$ cat config.mk
export PLATFORM = sky130hd
export DESIGN_NAME = hawk_wrr_sched
export DESIGN_NICKNAME = d
export VERILOG_FILES = /design/src/rtl/hawk_wrr_sched.sv
export SDC_FILE = /design/constraint.sdc
export NUM_CORES = 1
export LEC_CHECK = 0
export BUFFER_PORTS_ARGS = -buffer_cell sky130_fd_sc_hd__buf_2
export CAP_MARGIN = 20
export CORE_AREA = 2 2 188 190
export CTS_BUF_LIST = sky130_fd_sc_hd__clkbuf_4
export DETAILED_ROUTE_END_ITERATION = 16
export DIE_AREA = 0 0 190 192
export MAX_ROUTING_LAYER = met4
export PLACE_DENSITY = 0.39
export REMOVE_ABC_BUFFERS = 1
export SLEW_MARGIN = 20
export SYNTH_ARGS = -nofsm -noshare
export SYNTH_HDL_FRONTEND = slang
export SYNTH_SLANG_ARGS = --single-unit
$ cat constraint.sdc
create_clock -name clk_i -period 7.7 [get_ports clk_i]
set_input_delay 1.54 -clock clk_i [delete_from_list [all_inputs] [get_ports clk_i]]
set_output_delay 1.54 -clock clk_i [all_outputs]
set_load 0.02 [all_outputs]
$ cat src/rtl/hawk_wrr_sched.sv
// Weighted round-robin scheduler: shares one single-outstanding server among N requesters.
// Per-requester weights set how many consecutive grants a requester may take before the pointer advances.
module hawk_wrr_sched #(
  parameter int unsigned N     = 4,
  parameter int unsigned BREQ  = 64,
  parameter int unsigned BRSP  = 64,
  parameter int unsigned WBITS = 4
) (
  input  logic                   clk_i,
  input  logic                   rst_ni,
  input  logic [N-1:0]           req_valid_i,
  input  logic [N*BREQ-1:0]      req_data_i,
  output logic [N-1:0]           req_ready_o,
  input  logic [N*WBITS-1:0]     weight_i,
  output logic [N-1:0]           rsp_valid_o,
  output logic [BRSP-1:0]        rsp_data_o,
  output logic                   srv_valid_o,
  output logic [BREQ-1:0]        srv_req_o,
  input  logic                   srv_ready_i,
  input  logic [BRSP-1:0]        srv_rsp_i,
  input  logic                   srv_done_i,
  output logic [$clog2(N)-1:0]   grant_id_o,
  output logic                   busy_o
);

  localparam int unsigned PW = $clog2(N);

  typedef enum logic [1:0] {
    S_IDLE  = 2'd0,
    S_ISSUE = 2'd1,
    S_WAIT  = 2'd2
  } state_t;

  state_t            r_state;
  logic [PW-1:0]     r_ptr;
  logic [WBITS-1:0]  r_cnt;
  logic [BREQ-1:0]   r_srv_req;
  logic [PW-1:0]     r_gid;

  logic              w_found;
  logic [PW-1:0]     w_g;
  logic [WBITS-1:0]  w_wt;
  logic [WBITS-1:0]  w_weff;
  logic [WBITS-1:0]  w_base;
  logic [WBITS:0]    w_n;
  logic [PW-1:0]     w_ptr_nxt;
  logic [WBITS-1:0]  w_cnt_nxt;
  logic              w_grant;
  logic              w_rsp_fire;

  // First valid requester scanning from r_ptr upward with wrap; modulo keeps non-power-of-two N in range.
  always_comb begin
    int unsigned idx;
    w_found = 1'b0;
    w_g     = '0;
    idx     = 0;
    for (int unsigned k = 0; k < N; k++) begin
      idx = (int'(r_ptr) + k) % N;
      if (!w_found && req_valid_i[idx]) begin
        w_found = 1'b1;
        w_g     = PW'(idx);
      end
    end
  end

  // Credit bookkeeping: a winner other than the pointer owner starts from zero credit.
  always_comb begin
    w_wt   = weight_i[w_g*WBITS +: WBITS];
    w_weff = (w_wt == '0) ? WBITS'(1) : w_wt;
    w_base = (w_g == r_ptr) ? r_cnt : '0;
    w_n    = {1'b0, w_base} + (WBITS+1)'(1);
    if (w_n >= {1'b0, w_weff}) begin
      w_ptr_nxt = (w_g == PW'(N-1)) ? '0 : w_g + PW'(1);
      w_cnt_nxt = '0;
    end else begin
      w_ptr_nxt = w_g;
      w_cnt_nxt = w_n[WBITS-1:0];
    end
  end

  assign w_grant    = rst_ni && (r_state == S_IDLE) && w_found;
  assign w_rsp_fire = rst_ni && (r_state == S_WAIT) && srv_done_i;

  always_ff @(posedge clk_i or negedge rst_ni) begin
    if (!rst_ni) begin
      r_state   <= S_IDLE;
      r_ptr     <= '0;
      r_cnt     <= '0;
      r_srv_req <= '0;
      r_gid     <= '0;
    end else begin
      case (r_state)
        S_IDLE: begin
          if (w_found) begin
            r_srv_req <= req_data_i[w_g*BREQ +: BREQ];
            r_gid     <= w_g;
            r_ptr     <= w_ptr_nxt;
            r_cnt     <= w_cnt_nxt;
            r_state   <= S_ISSUE;
          end
        end
        S_ISSUE: begin
          if (srv_ready_i) r_state <= S_WAIT;
        end
        S_WAIT: begin
          if (srv_done_i) r_state <= S_IDLE;
        end
        default: r_state <= S_IDLE;
      endcase
    end
  end

  always_comb begin
    req_ready_o = '0;
    rsp_valid_o = '0;
    rsp_data_o  = '0;
    if (w_grant) req_ready_o[w_g] = 1'b1;
    if (w_rsp_fire) begin
      rsp_valid_o[r_gid] = 1'b1;
      rsp_data_o         = srv_rsp_i;
    end
  end

  assign srv_valid_o = rst_ni && (r_state == S_ISSUE);
  assign busy_o      = rst_ni && (r_state == S_ISSUE || r_state == S_WAIT);
  assign srv_req_o   = r_srv_req;
  assign grant_id_o  = r_gid;

endmodule

# After elaboration in Yosys (flattened, before gate mapping)
# Cells that the tools add are included.
dict set report word_totals {
  output_inout_bits 140
  input_bits 344
  wordCells 79
  ff_bits 74
}
dict set report classes {
  shifts 2
  n_lt_le_gt_ge 9
  n_mux 32
  add_sub_neg 5
  n_eq_ne 7
  reduce_logical 19
}
# operator count
set ops {}
lappend ops {{indexed part select 256 x 9 -> 64 bit} 1}
lappend ops {{2-to-1 mux 64 bit} 1}
lappend ops {{2-to-1 mux 4 bit} 5}
lappend ops {{< comparator 2 x 3 -> 1 bit (second input constant)} 6}
lappend ops {{2-to-1 mux 2 bit} 9}
lappend ops {{indexed part select 16 x 5 -> 4 bit} 1}
lappend ops {{logical AND 1 bit} 11}
lappend ops {{2-to-1 mux 1 bit} 10}
lappend ops {{binary-select mux 1 bit (select 2 bit)} 4}
lappend ops {{inequality test 2 bit (second input constant)} 3}
lappend ops {{one-hot mux 2 bit (3 select lines)} 1}
lappend ops {{adder 4 x 1 -> 5 bit (second input constant)} 1}
lappend ops {{>= comparator 5 x 4 -> 1 bit} 1}
lappend ops {{adder 2 x 1 -> 2 bit (second input constant)} 2}
lappend ops {{adder 2 bit (second input constant)} 2}
lappend ops {{demux 1 bit (select 2 bit)} 2}
lappend ops {{== test 2 bit (second input constant)} 2}
lappend ops {{>= comparator 2 x 1 -> 1 bit (second input constant)} 2}
lappend ops {{zero test 4 bit} 1}
lappend ops {{zero test 1 bit} 3}
lappend ops {{AND reduction 3 bit} 1}
lappend ops {{== test 2 x 1 -> 1 bit (second input constant)} 1}
lappend ops {{== test 2 bit} 1}
lappend ops {{zero test 2 bit} 1}
lappend ops {{2 further kinds} 2}

# Longest topological paths before layout
# Gate-level depths: netlist of the first run.
dict set report depth {
  word_depth 17
  depth_mapped 15
  depth_no_buf 15
}

# Worst setup path before layout of the first run
# OpenSTA, ideal clock, no wires.
dict set report synth_path {
  path_type {in2out}
  start {input req_valid_i[2]}
  end {output req_ready_o[0]}
  t_arrival_ns 2.978
  path_stages 7
  required_time_ns 6.160
  path_slack_ns 3.182
  cell_sequence {nor2b_1 o21a_1 nor3_4 inv_2 buf_2 ha_1 and3_1}
}
dict set report synth_via {
  elab_chain_len 17
}
# item line_no
set synth_rtl {}
lappend synth_rtl {{start, declared} 11} ;# input logic [N-1:0] req_valid_i,
lappend synth_rtl {{binary-select mux 1 bit (select 2 bit)} 59} ;# if (!w_found && req_valid_i[idx]) begin
lappend synth_rtl {{2-to-1 mux 1 bit (implied by the code)} 59}
lappend synth_rtl {{2-to-1 mux 1 bit} 59}
lappend synth_rtl {{zero test 1 bit} 59}
lappend synth_rtl {{logical AND 1 bit} 59}
lappend synth_rtl {{2-to-1 mux 1 bit} 59}
lappend synth_rtl {{zero test 1 bit} 59}
lappend synth_rtl {{logical AND 1 bit} 59}
lappend synth_rtl {{(+2 left out)} -}
lappend synth_rtl {{logical AND 1 bit} 59}
lappend synth_rtl {{2-to-1 mux 2 bit (*)} 59}
lappend synth_rtl {{net w_g[0]} 41} ;# logic [PW-1:0] w_g;
lappend synth_rtl {{< comparator 2 x 3 -> 1 bit (implied by the code) / >= comparator 2 x 1 -> 1 bit (equally long branches)} 117} ;# if (w_grant) req_ready_o[w_g] = 1'b1;
lappend synth_rtl {{logical AND 1 bit (implied by the code)} 117}
lappend synth_rtl {{2-to-1 mux 1 bit (implied by the code)} 117}
lappend synth_rtl {{demux 1 bit (select 2 bit) (*)} 117}
lappend synth_rtl {{2-to-1 mux 4 bit (*)} 117}
lappend synth_rtl {{end, declared} 13} ;# output logic [N-1:0] req_ready_o,
# The timed path passes the listed nets; every way through them passes the cells marked *. The select of a mux whose other input is x is not followed.

# Final worst setup path of the first run
dict set report layout_path {
  start {input req_valid_i[0]}
  end {output req_ready_o[0]}
}
dict set report layout_via {
  elab_chain_len 17
}
# item line_no
set layout_rtl {}
lappend layout_rtl {{binary-select mux 1 bit (select 2 bit)} 59}
lappend layout_rtl {{2-to-1 mux 1 bit (implied by the code)} 59}
lappend layout_rtl {{2-to-1 mux 1 bit} 59}
lappend layout_rtl {{zero test 1 bit} 59}
lappend layout_rtl {{logical AND 1 bit} 59}
lappend layout_rtl {{2-to-1 mux 1 bit} 59}
lappend layout_rtl {{zero test 1 bit} 59}
lappend layout_rtl {{logical AND 1 bit} 59}
lappend layout_rtl {{2-to-1 mux 1 bit} 59}
lappend layout_rtl {{zero test 1 bit} 59}
lappend layout_rtl {{logical AND 1 bit} 59}
lappend layout_rtl {{2-to-1 mux 2 bit} 59}
lappend layout_rtl {{< comparator 2 x 3 -> 1 bit (implied by the code) / >= comparator 2 x 1 -> 1 bit (equally long branches)} 117}
lappend layout_rtl {{logical AND 1 bit (implied by the code)} 117}
lappend layout_rtl {{2-to-1 mux 1 bit (implied by the code)} 117}
lappend layout_rtl {{demux 1 bit (select 2 bit)} 117}
lappend layout_rtl {{2-to-1 mux 4 bit (*)} 117}
# Mark *: on every way between the ends. The rest lies on a longest branch, timed or not. The select of a mux whose other input is x is not followed.

==> results.tsv, run 1 <==
metric	value	unit
status	finished clean	
ys_top_cells_by_count	mux2i_1, dfrtp_1, nand2_1, and2_1, o21ai_1	
drt_iter0_markers	103	
final_cells	1534	
yosysMostFrequentCell	mux2i_1	
rows	68	
min_period	5.090	ns
synth_edf_count	0	
placed_area	8668	sq um
total_leakage_power	4.958	nW
num_io_pins	484	
path_class	input pin to output port	
cap_violations	0	
ys_top_cells_by_area	dfrtp_1, mux2i_1, mux2_2	
drc	0	
cp_slowest_cell	nor2_4	
clock.fmax	0.1965	GHz
relSlewSlack	0.3474	
yosysSeqAreaShare	0.3185	
skew	0.01898	ns
slowest_delay	0.75	ns
place_inst	1512	
crit_path_end_kind	output port	
final_nets	1426	
crit_fanout	30	
setup_violations	0	
ctsHoldBuffers	0	
yosysUniqueCellTypes	36	
dpl.hpwl	20380	um
fp.dieH	192	um
ys.flop_type	dfrtp_1	
required	6.16	ns
dr.pass1.iters	4	
numCtsBuffers	9	
worst_r2r_path_depth	14	
grt-ovfl-total	0	
clockBufferDepth	2	
whs	0.4921	ns
fin_ws	2.610	ns
avgSynthCellArea	9.516	sq um
vias	6024	
cts_setup_buffers	0	
yosys_register_bits	74	
power	2.781	mW
avgRoutedWirePerCell	16.06	um
yosysTopAreaCellShare	0.3185	
r2r-start	r_ptr[0]	
whs_path_depth	2	
grt_max_degree	87	
viasPerCell	3.927	
cp_cell_sequence	buf_2 -> nor2b_1 -> nor2_1 -> nor2_1 -> nor2_4 -> inv_2 -> ha_1 -> and3_1 -> buf_2	
fillerInstances	3794	
syn-cell-area	5814	sq um
final_util	0.2570	
die_x	190	um
finalHoldViolCount	0	
hp-class	register to register	
wl	24630	um
slew_violations	0	
worstPathArrival	3.55	ns
clk_latency	0.46	ns
syn-instance-count	611	
drive_above_1_share	0.5233	
ant_nets	0	
clk_pin_slew	0.13	ns
startpoint	req_valid_i[0]	
vdd_drop_max	113.0	uV
worst_pin_slew	0.9766	ns
htreeDepth	3	
rsz0062_at_grt	no	
period_share	0.6610	
gp_congestion	0.8273	
cts_resized	0	
start_util	0.1696	
dieArea	36480	sq um
place_ws	2.524	ns
coreArea	34290	sq um
final_area	8811	sq um
groute.usage.overall	0.1333	
cp-start-kind	input pin	
synthDominantAreaCellType	dfrtp_1	
grt_pass1_vias	5965	
syn2layout_area_growth	51.54	%
cts_sinks	74	
grt_pass1_wl	35090	um
p_per_area	315.6	nW/um^2
ys_async_sr_fraction	1.000	
cts_tree	built	
yosysWarnings	0	
holdCritStartpoint	srv_req_o[35]	
register_area	1852	sq um
port_buffers	483	
multiInputGateArea	3725	sq um
clockRootBuffer	clkbuf_4	
tns	0	ns
antenna_found_initial	7	
==> placed cells by master, fill, tap and decap left out, drive strengths merged, types with 2 or more instances in the layout <==
cell / Yosys / layout
o21ai: 70 / 70
and2: 66 / 66
inv: 12 / 13
and3: 6 / 6
nand3: 2 / 2
clkbuf: 28 / 9
mux2: 69 / 69
nor2: 11 / 11
o31ai: 2 / 2
ha: 14 / 14
a211oi: 2 / 2
nand2: 74 / 74
a21o: 3 / 3
buf: 16 / 490
diode: 0 / 7
dfrtp: 74 / 74
mux2i: 137 / 137
clkinv: 0 / 4
nand2b: 2 / 2
nor2b: 7 / 7
xnor2: 2 / 2
a21oi: 3 / 3
==> state kept, by name (all words and copies together) (netlist names) <==
signal      count
grant_id_o      2
r_ptr           2
srv_req_o      64
r_state         2
r_cnt           4
==> worst paths after layout <==
kind                                        to  slack, ns
max in group asynchronous        srv_req_o[49]       5.66
min in group asynchronous           r_state[1]       0.97
worst max register to register        r_ptr[1]       3.89
worst max-delay path            req_ready_o[0]       2.61
worst min-delay path             srv_req_o[35]       0.49
worst min register to register   srv_req_o[35]       0.49
==> critical path, delay by kind of cell <==
kind,cells,cell delay (ns)
buf+inv,3,0.52
fa+ha+maj,1,0.25
simple gates,5,1.22
==> cell families after synthesis <==
group | synth area share
adders and majority gates | 0.03013
xor gates and xnor gates | 0.004520
DFF | 0.3185
and+or+nand+nor | 0.1500
muxes | 0.3695
AOI/OAI and AO/OA | 0.08306
buffers and inverters | 0.04433
==> layer usage <==
layer / wire length [um] / vias to the layer above / track usage
met3: 1930 / 19 / 0.03618
met5: 0 / - / -
met4: 725 / 0 / 0.05188
li1: - / 3045 / -
met1: 8851 / 2666 / 0.1304
met2: 13120 / 294 / 0.2497
==> report_power, final <==
part	internal [mW]	switching, mW	total (mW)
clock	0.0958	0.158	0.254
sequential	0.584	0.111	0.695
combinational	0.757	1.08	1.83
==> layout make-up <==
class,instances,area share
clock inverters,6,0.006532
clock buffers,9,0.007668
flip-flops and latches,74,0.2102
inverters,12,0.005680
diodes,7,0.001988
multi-input cells,481,0.4227
repair buffers,490,0.2806
well taps,455,0.06461
Note: power is estimated with default switching activity, not from simulation.
==> inputs of run 2 (changes only) <==
Settings changed: CORE_AREA 2 2 188 190 to 2 2 186 188, DIE_AREA 0 0 190 192 to 0 0 188 190.
Clock period 7.7 ns to 4.93 ns, I/O delays scaled along.
==> run 2 against run 1 <==
Against the previous run: wire length is 1.6% higher; via count is 1.7% higher; hold slack worse by 0.11 ns; clock skew is 0.0071 ns higher; setup slack worse by 1.4 ns; clock power is 63% higher; global-route usage is 0.64 points higher; first-iteration DRC count is 16% higher; final area is 0.23% higher; clock-buffer cell count is 1 higher; flip-flop and latch count stayed put.
==> results.tsv, run 2 (synthesized netlist as in run 1, its figures left out) <==
metric	value	unit	change
required	3.94	ns	-2.22 ns
ctsHoldBuffers	0		unchanged
cts_tree	built		
final_common_cell	buf_2		
hp-class	input pin to async pin		
num_io_pins	484		unchanged
dpl.hpwl	21000	um	+3.1%
min_period	3.725	ns	
ant_nets	0		unchanged
die_x	188	um	-1.1%
grt-ovfl-total	0		unchanged
clk_latency	0.47	ns	about the same
total_leakage_power	4.971	nW	+0.26%
drt_iter0_markers	119		+16%
antenna_found_initial	9		+2
most-common-layout-cells	buf_2, mux2i_1, nand2_1, dfrtp_1, and2_1		
setup_violations	0		unchanged
vdd_drop_max	203.4	uV	+80%
slew_violations	0		unchanged
status	finished clean		
drive_above_1_share	0.5256		+0.002260
htreeDepth	3		unchanged
final_nets	1428		+0.14%
clock.fmax	0.2685	GHz	
cts_sinks	74		unchanged
clk_pin_slew	0.13	ns	about the same
coreArea	33950	sq um	-0.99%
largest_register_ff_count	64		unchanged
fp.dieH	190	um	-1.0%
grt_max_degree	87		unchanged
viasPerCell	3.995		+1.7%
crit_fanout	35		+17%
groute.usage.overall	0.1397		+0.006391
rows	68		unchanged
gp_congestion	0.8125		-1.8%
avgRoutedWirePerCell	16.32	um	+1.7%
start_util	0.1713		+0.001700
period_share	0.7555		
cts_setup_buffers	0		unchanged
grt_pass1_vias	6103		+2.3%
cap_violations	0		unchanged
cts_resized	0		unchanged
clockRootBuffer	clkbuf_4		
p_per_area	493.5	nW/um^2	+56%
vias	6124		+1.7%
rsz0062_at_grt	no		
relSlewSlack	0.3072		-0.04022
finalHoldViolCount	0		unchanged
cp-start-kind	input pin		
whs	0.3814	ns	-0.1108 ns
grt_pass1_wl	36310	um	+3.5%
syn2layout_area_growth	51.88	%	
power	4.358	mW	+57%
skew	0.02611	ns	+0.007138 ns
worst_pin_slew	1.039	ns	+0.06264 ns
clockBufferDepth	2		unchanged
port_buffers	483		unchanged
worstPathArrival	2.74	ns	-0.81 ns
path_class	input pin to output port		
dr.pass1.iters	4		unchanged
crit_path_end_kind	output port		
drc	0		unchanged
dieArea	35720	sq um	-2.1%
numCtsBuffers	9		unchanged
wl	25020	um	+1.6%
## run 2: cell type report
class | instances | area, sq um
antenna | 3 | 7.507
timing repair buffer | 492 | 2487
multi-input combinational | 481 | 3725
clock inverter | 6 | 65.06
inverter | 12 | 50.05
fill | 3721 | 25120
clock buffer | 10 | 75.07
tap | 455 | 569.3
sequential | 74 | 1852
## run 2: metal layers
layer  global-route usage  vias up  routed length [um]
li1                     -     3047                   -
met1               0.1323     2742                8699
met2               0.2672      297               13690
met3              0.03542       38                1740
met4              0.05815        0                 895
met5                    -        -                   0
## run 2: metrics by stage
step                      worst slack, ns  instance area, sq um  utilization  std cells  setup TNS [ns]
final                               1.205                  8831       0.2601       1533               0
after global placement             0.8643                  8683       0.2558       1514               0
after detailed placement           0.8614                  8683       0.2558       1514               0
after global routing                1.058                  8831       0.2601       1533               0
after CTS                           1.161                  8823       0.2599       1530               0
after floorplan                    -1.656                  5602            -        567         -106.34
## run 2: worst paths after layout
| check | start | endpoint | slack, ns | depth (start not counted) |
|---|---|---|---|---|
| max | req_valid_i[0] | req_ready_o[3] | 1.21 | 9 |
| min | rst_ni | srv_req_o[14] | 0.38 | 1 |
| max reg2reg | r_ptr[0] | r_ptr[1] | 1.54 | 14 |
| min reg2reg | srv_req_o[32] | srv_req_o[32] | 0.49 | 2 |
| max in group asynchronous | rst_ni | srv_req_o[10] | 3.41 | 2 |
| min in group clk_i | srv_req_o[32] | srv_req_o[32] | 0.49 | 2 |
## run 2: worst max-delay path, cell delays in order
cell and delay (ns):
buf_2 0.15, nor2b_1 0.15, nor2_1 0.10, nor2_1 0.07, nor2_4 0.19, buf_4 0.46, ha_1 0.27, and3_1 0.17
buf_2 0.19
## run 2: power by group
group	leakage [nW]	total (mW)	switching [mW]	internal, mW
combinational	3.99	2.86	1.68	1.19
sequential	0.907	1.08	0.170	0.912
clock	0.0768	0.413	0.251	0.161
